### config.mk
export PLATFORM = sky130hd
export DESIGN_NAME = instruction_control
export DESIGN_NICKNAME = d
export VERILOG_FILES = /design/src/rtl/instruction_control_pkg.sv /design/src/rtl/instruction_decoder.sv /design/src/rtl/instruction_control.sv
export SDC_FILE = /design/constraint.sdc
export NUM_CORES = 1
export LEC_CHECK = 0
export CAP_MARGIN = 15
export CORE_MARGIN = 5
export CORE_UTILIZATION = 25
export DETAILED_ROUTE_END_ITERATION = 8
export PLACE_DENSITY = 0.5
export REMOVE_ABC_BUFFERS = 1
export SYNTH_ARGS = -nofsm -noshare
export SYNTH_HDL_FRONTEND = slang
export SYNTH_SLANG_ARGS = --single-unit
### constraint.sdc
create_clock -name clk -period 2.5 [get_ports clk]
set_clock_uncertainty 0.2 [all_clocks]
set_input_delay 0.25 -clock clk [delete_from_list [all_inputs] [get_ports clk]]
set_output_delay 0.25 -clock clk [all_outputs]
set_load 0.03 [all_outputs]
### src/rtl/instruction_control_pkg.sv
// -----------------------------------------------------------------------------
// instruction_control_pkg
// Purpose : Shared encodings for the instruction controller, the datapath and
//           the assembler: opcodes, accumulator/ALU source selects, ALU op
//           codes, FSM state encoding and the bundled decoder control word.
// Ports   : none (package)
// -----------------------------------------------------------------------------
package instruction_control_pkg;

  localparam int OPC_WIDTH     = 5;
  localparam int OPERAND_WIDTH = 11;

  typedef enum logic [OPC_WIDTH-1:0] {
    OPC_HLT  = 5'b00000,
    OPC_STO  = 5'b00001,
    OPC_LD   = 5'b00010,
    OPC_LDI  = 5'b00011,
    OPC_ADD  = 5'b00100,
    OPC_ADDI = 5'b00101,
    OPC_SUB  = 5'b00110,
    OPC_SUBI = 5'b00111
  } opcode_e;

  // Accumulator source select
  localparam logic [1:0] SEL_A_RAM = 2'd0;
  localparam logic [1:0] SEL_A_IMM = 2'd1;
  localparam logic [1:0] SEL_A_ALU = 2'd2;

  // ALU B-operand source select
  localparam logic SEL_B_RAM = 1'b0;
  localparam logic SEL_B_IMM = 1'b1;

  // ALU operation
  localparam logic ALU_ADD = 1'b0;
  localparam logic ALU_SUB = 1'b1;

  typedef enum logic [1:0] {
    ST_IDLE = 2'd0,
    ST_RUN  = 2'd1,
    ST_HALT = 2'd2
  } state_e;

  // Control word produced by the decoder
  typedef struct packed {
    logic [1:0] sel_a;
    logic       sel_b;
    logic       op;
    logic       wr_acc;
    logic       wr_ram;
    logic       rd_ram;
  } ctrl_t;

  localparam ctrl_t CTRL_NONE = '0;

endpackage

### src/rtl/instruction_decoder.sv
// -----------------------------------------------------------------------------
// instruction_decoder
// Purpose : Purely combinational opcode decoder. Produces the datapath
//           control word and flags HLT. Unassigned opcodes decode as NOP
//           (all-zero control word, not HLT).
// Ports   : i_opcode  - 5-bit opcode field of the current instruction
//           o_ctrl    - selects, ALU op and read/write strobes
//           o_is_hlt  - current instruction is HLT
// -----------------------------------------------------------------------------
module instruction_decoder
  import instruction_control_pkg::*;
(
  input  logic [OPC_WIDTH-1:0] i_opcode,
  output ctrl_t                o_ctrl,
  output logic                 o_is_hlt
);

  always_comb begin
    o_ctrl   = CTRL_NONE;
    o_is_hlt = 1'b0;
    case (i_opcode)
      OPC_HLT: o_is_hlt = 1'b1;
      OPC_STO: o_ctrl.wr_ram = 1'b1;
      OPC_LD: begin
        o_ctrl.rd_ram = 1'b1;
        o_ctrl.sel_a  = SEL_A_RAM;
        o_ctrl.wr_acc = 1'b1;
      end
      OPC_LDI: begin
        o_ctrl.sel_a  = SEL_A_IMM;
        o_ctrl.wr_acc = 1'b1;
      end
      OPC_ADD, OPC_SUB: begin
        o_ctrl.rd_ram = 1'b1;
        o_ctrl.sel_b  = SEL_B_RAM;
        o_ctrl.op     = (i_opcode == OPC_SUB) ? ALU_SUB : ALU_ADD;
        o_ctrl.sel_a  = SEL_A_ALU;
        o_ctrl.wr_acc = 1'b1;
      end
      OPC_ADDI, OPC_SUBI: begin
        o_ctrl.sel_b  = SEL_B_IMM;
        o_ctrl.op     = (i_opcode == OPC_SUBI) ? ALU_SUB : ALU_ADD;
        o_ctrl.sel_a  = SEL_A_ALU;
        o_ctrl.wr_acc = 1'b1;
      end
      default: ; // NOP
    endcase
  end

endmodule

### src/rtl/instruction_control.sv
// -----------------------------------------------------------------------------
// instruction_control
// Purpose : Sequencer for a single-accumulator machine. An IDLE/RUN/HALT FSM
//           steps the program counter one instruction per clock, decodes the
//           instruction combinationally and counts executed instructions
//           (saturating).
// Ports   : clk, rst_n      - clock, asynchronous active-low reset
//           start           - pulse: begin execution at PC 0 (IDLE or HALT)
//           instr_data      - program-memory read data
//           pc              - program-memory address (registered)
//           operand         - instr_data[10:0], data address / immediate
//           sel_a/sel_b/op  - datapath selects and ALU op
//           wr_acc/wr_ram/rd_ram - accumulator / RAM strobes
//           running/halted  - FSM status
//           cycle_count     - instructions executed since last start
// -----------------------------------------------------------------------------
module instruction_control
  import instruction_control_pkg::*;
#(
  parameter int PC_WIDTH    = 11,
  parameter int INSTR_WIDTH = 16,
  parameter int CNT_WIDTH   = 16
) (
  input  logic                   clk,
  input  logic                   rst_n,
  input  logic                   start,
  input  logic [INSTR_WIDTH-1:0] instr_data,
  output logic [PC_WIDTH-1:0]    pc,
  output logic [10:0]            operand,
  output logic [1:0]             sel_a,
  output logic                   sel_b,
  output logic                   op,
  output logic                   wr_acc,
  output logic                   wr_ram,
  output logic                   rd_ram,
  output logic                   running,
  output logic                   halted,
  output logic [CNT_WIDTH-1:0]   cycle_count
);

  localparam logic [PC_WIDTH-1:0]  PC_ONE  = PC_WIDTH'(1);
  localparam logic [CNT_WIDTH-1:0] CNT_ONE = CNT_WIDTH'(1);
  localparam logic [CNT_WIDTH-1:0] CNT_MAX = '1;

  state_e               r_state, w_state_next;
  logic [PC_WIDTH-1:0]  r_pc, w_pc_next;
  logic [CNT_WIDTH-1:0] r_cnt, w_cnt_next;

  ctrl_t w_ctrl;
  ctrl_t w_ctrl_gated;
  logic  w_is_hlt;
  logic  w_run;

  instruction_decoder u_decoder (
    .i_opcode (instr_data[INSTR_WIDTH-1 -: OPC_WIDTH]),
    .o_ctrl   (w_ctrl),
    .o_is_hlt (w_is_hlt)
  );

  always_ff @(posedge clk or negedge rst_n) begin
    if (!rst_n) begin
      r_state <= ST_IDLE;
      r_pc    <= '0;
      r_cnt   <= '0;
    end else begin
      r_state <= w_state_next;
      r_pc    <= w_pc_next;
      r_cnt   <= w_cnt_next;
    end
  end

  always_comb begin
    w_state_next = r_state;
    w_pc_next    = r_pc;
    w_cnt_next   = r_cnt;
    case (r_state)
      // IDLE and HALT both restart from address 0 with a cleared count
      ST_IDLE, ST_HALT: begin
        if (start) begin
          w_state_next = ST_RUN;
          w_pc_next    = '0;
          w_cnt_next   = '0;
        end
      end
      ST_RUN: begin
        // HLT itself counts as an executed instruction
        w_cnt_next = (r_cnt == CNT_MAX) ? r_cnt : r_cnt + CNT_ONE;
        if (w_is_hlt) begin
          w_state_next = ST_HALT;
        end else begin
          w_pc_next = r_pc + PC_ONE; // wraps naturally at 2**PC_WIDTH
        end
      end
      default: begin
        w_state_next = ST_IDLE;
        w_pc_next    = '0;
        w_cnt_next   = '0;
      end
    endcase
  end

  assign w_run        = (r_state == ST_RUN);
  // Reset forces r_state to IDLE asynchronously, so gating on RUN also
  // silences the strobes the instant rst_n falls.
  assign w_ctrl_gated = w_run ? w_ctrl : CTRL_NONE;

  assign pc          = r_pc;
  assign operand     = instr_data[10:0];
  assign sel_a       = w_ctrl_gated.sel_a;
  assign sel_b       = w_ctrl_gated.sel_b;
  assign op          = w_ctrl_gated.op;
  assign wr_acc      = w_ctrl_gated.wr_acc;
  assign wr_ram      = w_ctrl_gated.wr_ram;
  assign rd_ram      = w_ctrl_gated.rd_ram;
  assign running     = w_run;
  assign halted      = (r_state == ST_HALT);
  assign cycle_count = r_cnt;

endmodule
==> reports/metrics.csv, run 1 <==
metric;value;unit
status;finished clean;
cts_setup_buffers;0;
numCtsBuffers;5;
finalCritPeriodShare;0.8977;
initial_core_util;0.2548;
cts_hold_buffers;0;
clock-sinks;29;
holdCritPathClass;input pin to async pin;
clockBufferDepth;2;
drcViolationCount;0;
most-common-layout-cells;clkdlybuf4s50_1, dfrtp_1, nand2_1;
drt_wl_total;4839;um
clkTransAtPathRegs;0.07;ns
slew_headroom;0.7072;
cp_cell_sequence;nand2b_1 > nor3_1 > nor4b_1 > buf_4;
core;7214;um2
root_buffer;clkbuf_8;
place_area;2302;um2
rsz0062_at_grt;false;
fp.dieH;95.75;um
grt_pass1_wl;7948;um
peakVddDrop;0.4496;mV
total_leakage_power;1.040;nW
hpwl;3515;um
grt_max_degree;30;
tightest_slew;0.4359;ns
routabilityCongestion;0.7522;
finalHoldViolCount;0;
reg2reg_depth;4;
dieArea;9167;um2
synth_flop_cell;dfrtp_1;
critPathSlowestCell;dfrtp_1;
antenna_found_initial;0;
mostFrequentLayoutCell;clkdlybuf4s50_1;
async_flop_share;1.000;
worst_setup_path_start_kind;flop;
syn-cell-area;1838;um2
ff2ff_setup_slack;0.51;ns
viasPerCell;5.012;
wire_per_inst;14.53;um
total_power;2.072;mW
utilization;0.3332;
dr.first_iter.drc_count;41;
io_buffers;43;
fin_area;2404;um2
dr.pass1.iters;4;
timing.rr.end;cycle_count[1];
via_count;1669;
netlist_instances;195;
endpoint_kind;output port;
die_w;95.75;um
dp_cells;325;
cp.required;2.05;ns
cts_tree;built;
areaGrowthSynthToFinish;30.77;%
ys_seq_elements;29;
grt_usage;0.1101;
ys_seq_area_frac;0.3948;
synth_edf_count;0;
power.density;861.9;nW/um2
critPathArrivalTime;1.79;ns
slew_violations;0;
avgSynthCellArea;9.426;um2
final_cells;333;
cts_resized;0;
io_pins;66;
rows;31;
fmax;445.6;MHz
drive_above_1_share;0.1538;
r2r_start;cycle_count[2];
yosys_warnings;0;
setup_violations;0;
overflow;0;
nNetsFinal;254;
ant_nets;0;
synth.distinct_cells;51;
layout_min_cycle_time;2.244;ns
clk_latency;0.28;ns
diodes;0;
max_stage_delay;0.50;ns
grt_pass1_vias;1643;
max-cap-violations;0;
h-tree-depth;2;
crit_type;flop to output port;
fillers;794;
crit_fanout;9;
-- through the flow --
step	setup slack [ns]	hold WS, ns	TNS, ns
4_1_cts	0.2333	0.1749	0
6_report	0.2557	0.1587	0
3_3_place_gp	0.2775	0.2938	0
3_5_place_dp	0.2558	0.2862	0
2_1_floorplan	-0.2636	-0.2456	-0.2636
5_1_grt	0.08097	0.2079	0
-- Yosys cell counts (4+ instances only) --
| cell | n | area, um2 |
|---|---|---|
| a211o_1 | 4 | 35.03 |
| a21oi_1 | 7 | 35.03 |
| a31oi_1 | 7 | 43.79 |
| and3_1 | 4 | 25.02 |
| and4_1 | 5 | 43.79 |
| buf_2 | 5 | 25.02 |
| buf_4 | 11 | 82.58 |
| dfrtp_1 | 29 | 725.7 |
| inv_1 | 8 | 30.03 |
| nand2_1 | 17 | 63.81 |
| nand3_1 | 6 | 30.03 |
| nand4_1 | 5 | 31.28 |
| nor2_1 | 7 | 26.28 |
| nor3_1 | 6 | 30.03 |
| o21ai_0 | 6 | 30.03 |
| o21ai_1 | 5 | 25.02 |
| or3_1 | 4 | 25.02 |
-- layout make-up --
cell class | count | area (um2) | share of cell area
Clock inverter | 1 | 5.005 | 0.002082
Inverter | 8 | 30.03 | 0.01249
Tap cell | 99 | 123.9 | 0.05154
Clock buffer | 7 | 96.34 | 0.04008
Sequential cell | 29 | 725.7 | 0.3019
Timing Repair Buffer | 51 | 470.5 | 0.1957
Multi-Input combinational cell | 138 | 952.2 | 0.3961
-- metal layers --
metal | share of wire | track usage | up-vias
li1 | - | - | 802
met1 | 0.45 | 0.1393 | 807
met2 | 0.46 | 0.1673 | 52
met3 | 0.074 | 0.04691 | 8
met4 | 0.014 | 0.03910 | 0
met5 | 0 | 0 | -
-- where the power goes --
part           leakage (nW)  internal, mW  switching (mW)
sequential            0.390         0.563           0.152
clock                0.0542         0.249           0.187
combinational         0.596         0.369           0.552
-- how the worst max path moves through the flow --
stage / startpoint / slack [ns] / to
after global placement: instr_data[13] / 0.28 / pc[3]
after detailed placement: instr_data[13] / 0.26 / pc[5]
after floorplan: r_state[0] / -0.26 / wr_ram
after global routing: r_state[0] / 0.08 / wr_ram
final: r_state[0] / 0.26 / wr_ram
after CTS: r_state[0] / 0.23 / wr_ram
-- logic make-up (layout without fill, tap and decap cells) --
kind of cell / count (synthesis) / count (layout) / synth area share
AOI/OAI and AO/OA: 56 / 56 / 0.2369
xor gates and xnor gates: 1 / 1 / 0.004766
adders and majority gates: 2 / 2 / 0.01361
buffers and inverters: 28 / 67 / 0.08713
DFF: 29 / 29 / 0.3948
muxes: 3 / 3 / 0.01634
and+or+nand+nor: 76 / 76 / 0.2464
-- registers in the layout, indices dropped and copies added (netlist names) --
signal and cells:
cycle_count 16, pc 11, r_state 2
-- critical path, delay by kind of cell, from the launching register on --
family	cells	cell delay (ns)
flip-flops	1	0.50
buffers and inverters	1	0.21
AND/OR/NAND/NOR	3	0.80
No activity file was read; power rests on OpenSTA's default activity.
==> inputs of run 2 (changes only) <==
- CORE_UTILIZATION: 25 -> 45
- PLACE_DENSITY: 0.5 -> 0.8
==> run 2 against run 1 <==
Against the previous run: register-to-register slack worse by 0.05 ns; largest power group unchanged; flip-flop and latch count unchanged; combinational power fell by 2.5%; largest cell class unchanged; maximum frequency grew 1.7%; sequential power fell by 1%; core utilization increased by 25 points; global-route usage is 6.3 points higher; critical path type unchanged; total power shrank 4.2%; worst setup slack improved by 0.037 ns.
==> reports/metrics.csv, run 2 (synthesis gave the netlist of run 1 again) <==
metric;value;unit;change
grt_max_degree;30;;unchanged
rows;23;;-26%
dieArea;5463;um2;-40%
areaGrowthSynthToFinish;25.05;%;
clockBufferDepth;2;;unchanged
p_switching;0.8724;mW;-2.1%
drive_above_1_share;0.1299;;-0.02398
cts_resized;0;;unchanged
cp.required;2.05;ns;about the same
ff2ff_setup_slack;0.46;ns;-0.05 ns
crit_fanout;9;;unchanged
cts_hold_buffers;0;;unchanged
io_buffers;43;;unchanged
total_power;1.986;mW;-4.2%
holdCritPathClass;input pin to async pin;;
slew_violations;0;;unchanged
r2r_start;cycle_count[0];;
antenna_found_initial;0;;unchanged
seq_power_share;0.357;;+0.012
overflow;0;;unchanged
grt_usage;0.1728;;+0.06266
wire_per_inst;15.50;um;+6.7%
io_pins;66;;unchanged
max_stage_delay;0.47;ns;-0.03 ns
mostFrequentLayoutCell;clkdlybuf4s50_1;;
via_count;1662;;-0.42%
total_leakage_power;1.010;nW;-2.9%
fp.dieH;73.91;um;-23%
hpwl;3070;um;-13%
intPower;1.113;mW;-5.7%
clock-sinks;29;;unchanged
root_buffer;clkbuf_8;;
cp_cell_sequence;nand2b_1 > nor3_1 > nor4b_1 > buf_4;;
sw_frac_of_total;0.4394;;+0.009454
grt_pass1_vias;1615;;-1.7%
slew_headroom;0.6869;;-0.02027
largest_register_ffs;16;;unchanged
clk_latency;0.29;ns;about the same
utilization;0.5788;;+0.2456
setup_violations;0;;unchanged
tightest_slew;0.4661;ns;+0.03017 ns
worst_setup_path_start_kind;flop;;
viasPerCell;5.915;;+18%
drcViolationCount;0;;unchanged
cts_tree;built;;
nNetsFinal;251;;-1.2%
critPathSlowestCell;dfrtp_1;;
reg2reg_depth;4;;unchanged
max-cap-violations;0;;unchanged
finalHoldViolCount;0;;unchanged
fin_tns_setup;0;ns;unchanged
ant_nets;0;;unchanged
drt_wl_total;4355;um;-10%
fmax;453.0;MHz;+1.7%
layout_min_cycle_time;2.208;ns;-0.03674 ns
dr.pass1.iters;4;;unchanged
p_clk_frac;0.191;;-0.019
most-common-layout-cells;clkdlybuf4s50_1, dfrtp_1, nand2_1;;
power.density;863.9;nW/um2;+0.22%
die_w;73.91;um;-23%
rsz0062_at_grt;false;;
clkTransAtPathRegs;0.06;ns;about the same
diodes;0;;unchanged
routabilityCongestion;0.7682;;+2.1%
timing.rr.end;cycle_count[15];;
initial_core_util;0.4628;;+0.2081
crit_type;flop to output port;;
numCtsBuffers;5;;unchanged
endpoint_kind;output port;;
grt_pass1_wl;7369;um;-7.3%
critPathArrivalTime;1.76;ns;-0.03 ns
cts_setup_buffers;0;;unchanged
dr.first_iter.drc_count;75;;+83%
status;finished clean;;
core;3971;um2;-45%
finalCritPeriodShare;0.8830;;-0.01469
combPwrFrac;0.452;;+0.007
peakVddDrop;0.5991;mV;+33%
h-tree-depth;2;;unchanged
==> run 2: cell types whose count changed in the layout (fill, tap and decap cells not counted) <==
cell      previous run  this run
clkinv_2             1         0
clkbuf_8             7         5
clkbuf_1             0         3
buf_4               16        13
==> run 2: worst max path at each step <==
stage | startpoint | to | slack, ns
after floorplan | r_state[0] | wr_ram | -0.26
after global placement | instr_data[13] | pc[3] | 0.29
after detailed placement | instr_data[13] | pc[9] | 0.26
after CTS | r_state[0] | wr_ram | 0.27
after global routing | r_state[0] | wr_ram | 0.08
final | r_state[0] | wr_ram | 0.29
==> run 2: area by class of cell <==
class | count | area (um2)
clock buffer | 8 | 80.08
tap | 50 | 62.56
fill | 350 | 1673
multi-input combinational | 138 | 952.2
timing repair buffer | 48 | 447.9
sequential | 29 | 725.7
inverter | 8 | 30.03
==> run 2: critical path, delay by kind of cell (launching register included) <==
kind	cells	cell delay, ns
buffers and inverters	1	0.21
DFF	1	0.47
and+or+nand+nor	3	0.78
==> run 2: metal layers <==
| metal | global-route usage | part of all wire |
|---|---|---|
| met1 | 0.2131 | 0.44 |
| met5 | 0 | 0 |
| met4 | 0.04829 | 0.0078 |
| met3 | 0.09029 | 0.087 |
| met2 | 0.2648 | 0.47 |
==> run 2: power by group through the flow <==
stage	Clock, mW	Combinational [mW]	Sequential, mW
final	0.379	0.898	0.708
after global routing	0.405	0.968	0.737
after CTS	0.386	0.905	0.710
after detailed placement	0	0.904	0.715
after global placement	0	0.891	0.715
after floorplan	0	0.397	0.848
==> run 2: stage by stage <==
step	instance area (um2)	setup WS, ns	hold WS, ns	instances
global placement	2218	0.2936	0.2800	273
finish	2298	0.2924	0.1452	281
detailed placement	2218	0.2625	0.2825	273
global route	2298	0.08198	0.1897	281
floorplan	1708	-0.2636	-0.2456	175
CTS	2298	0.2722	0.1625	281
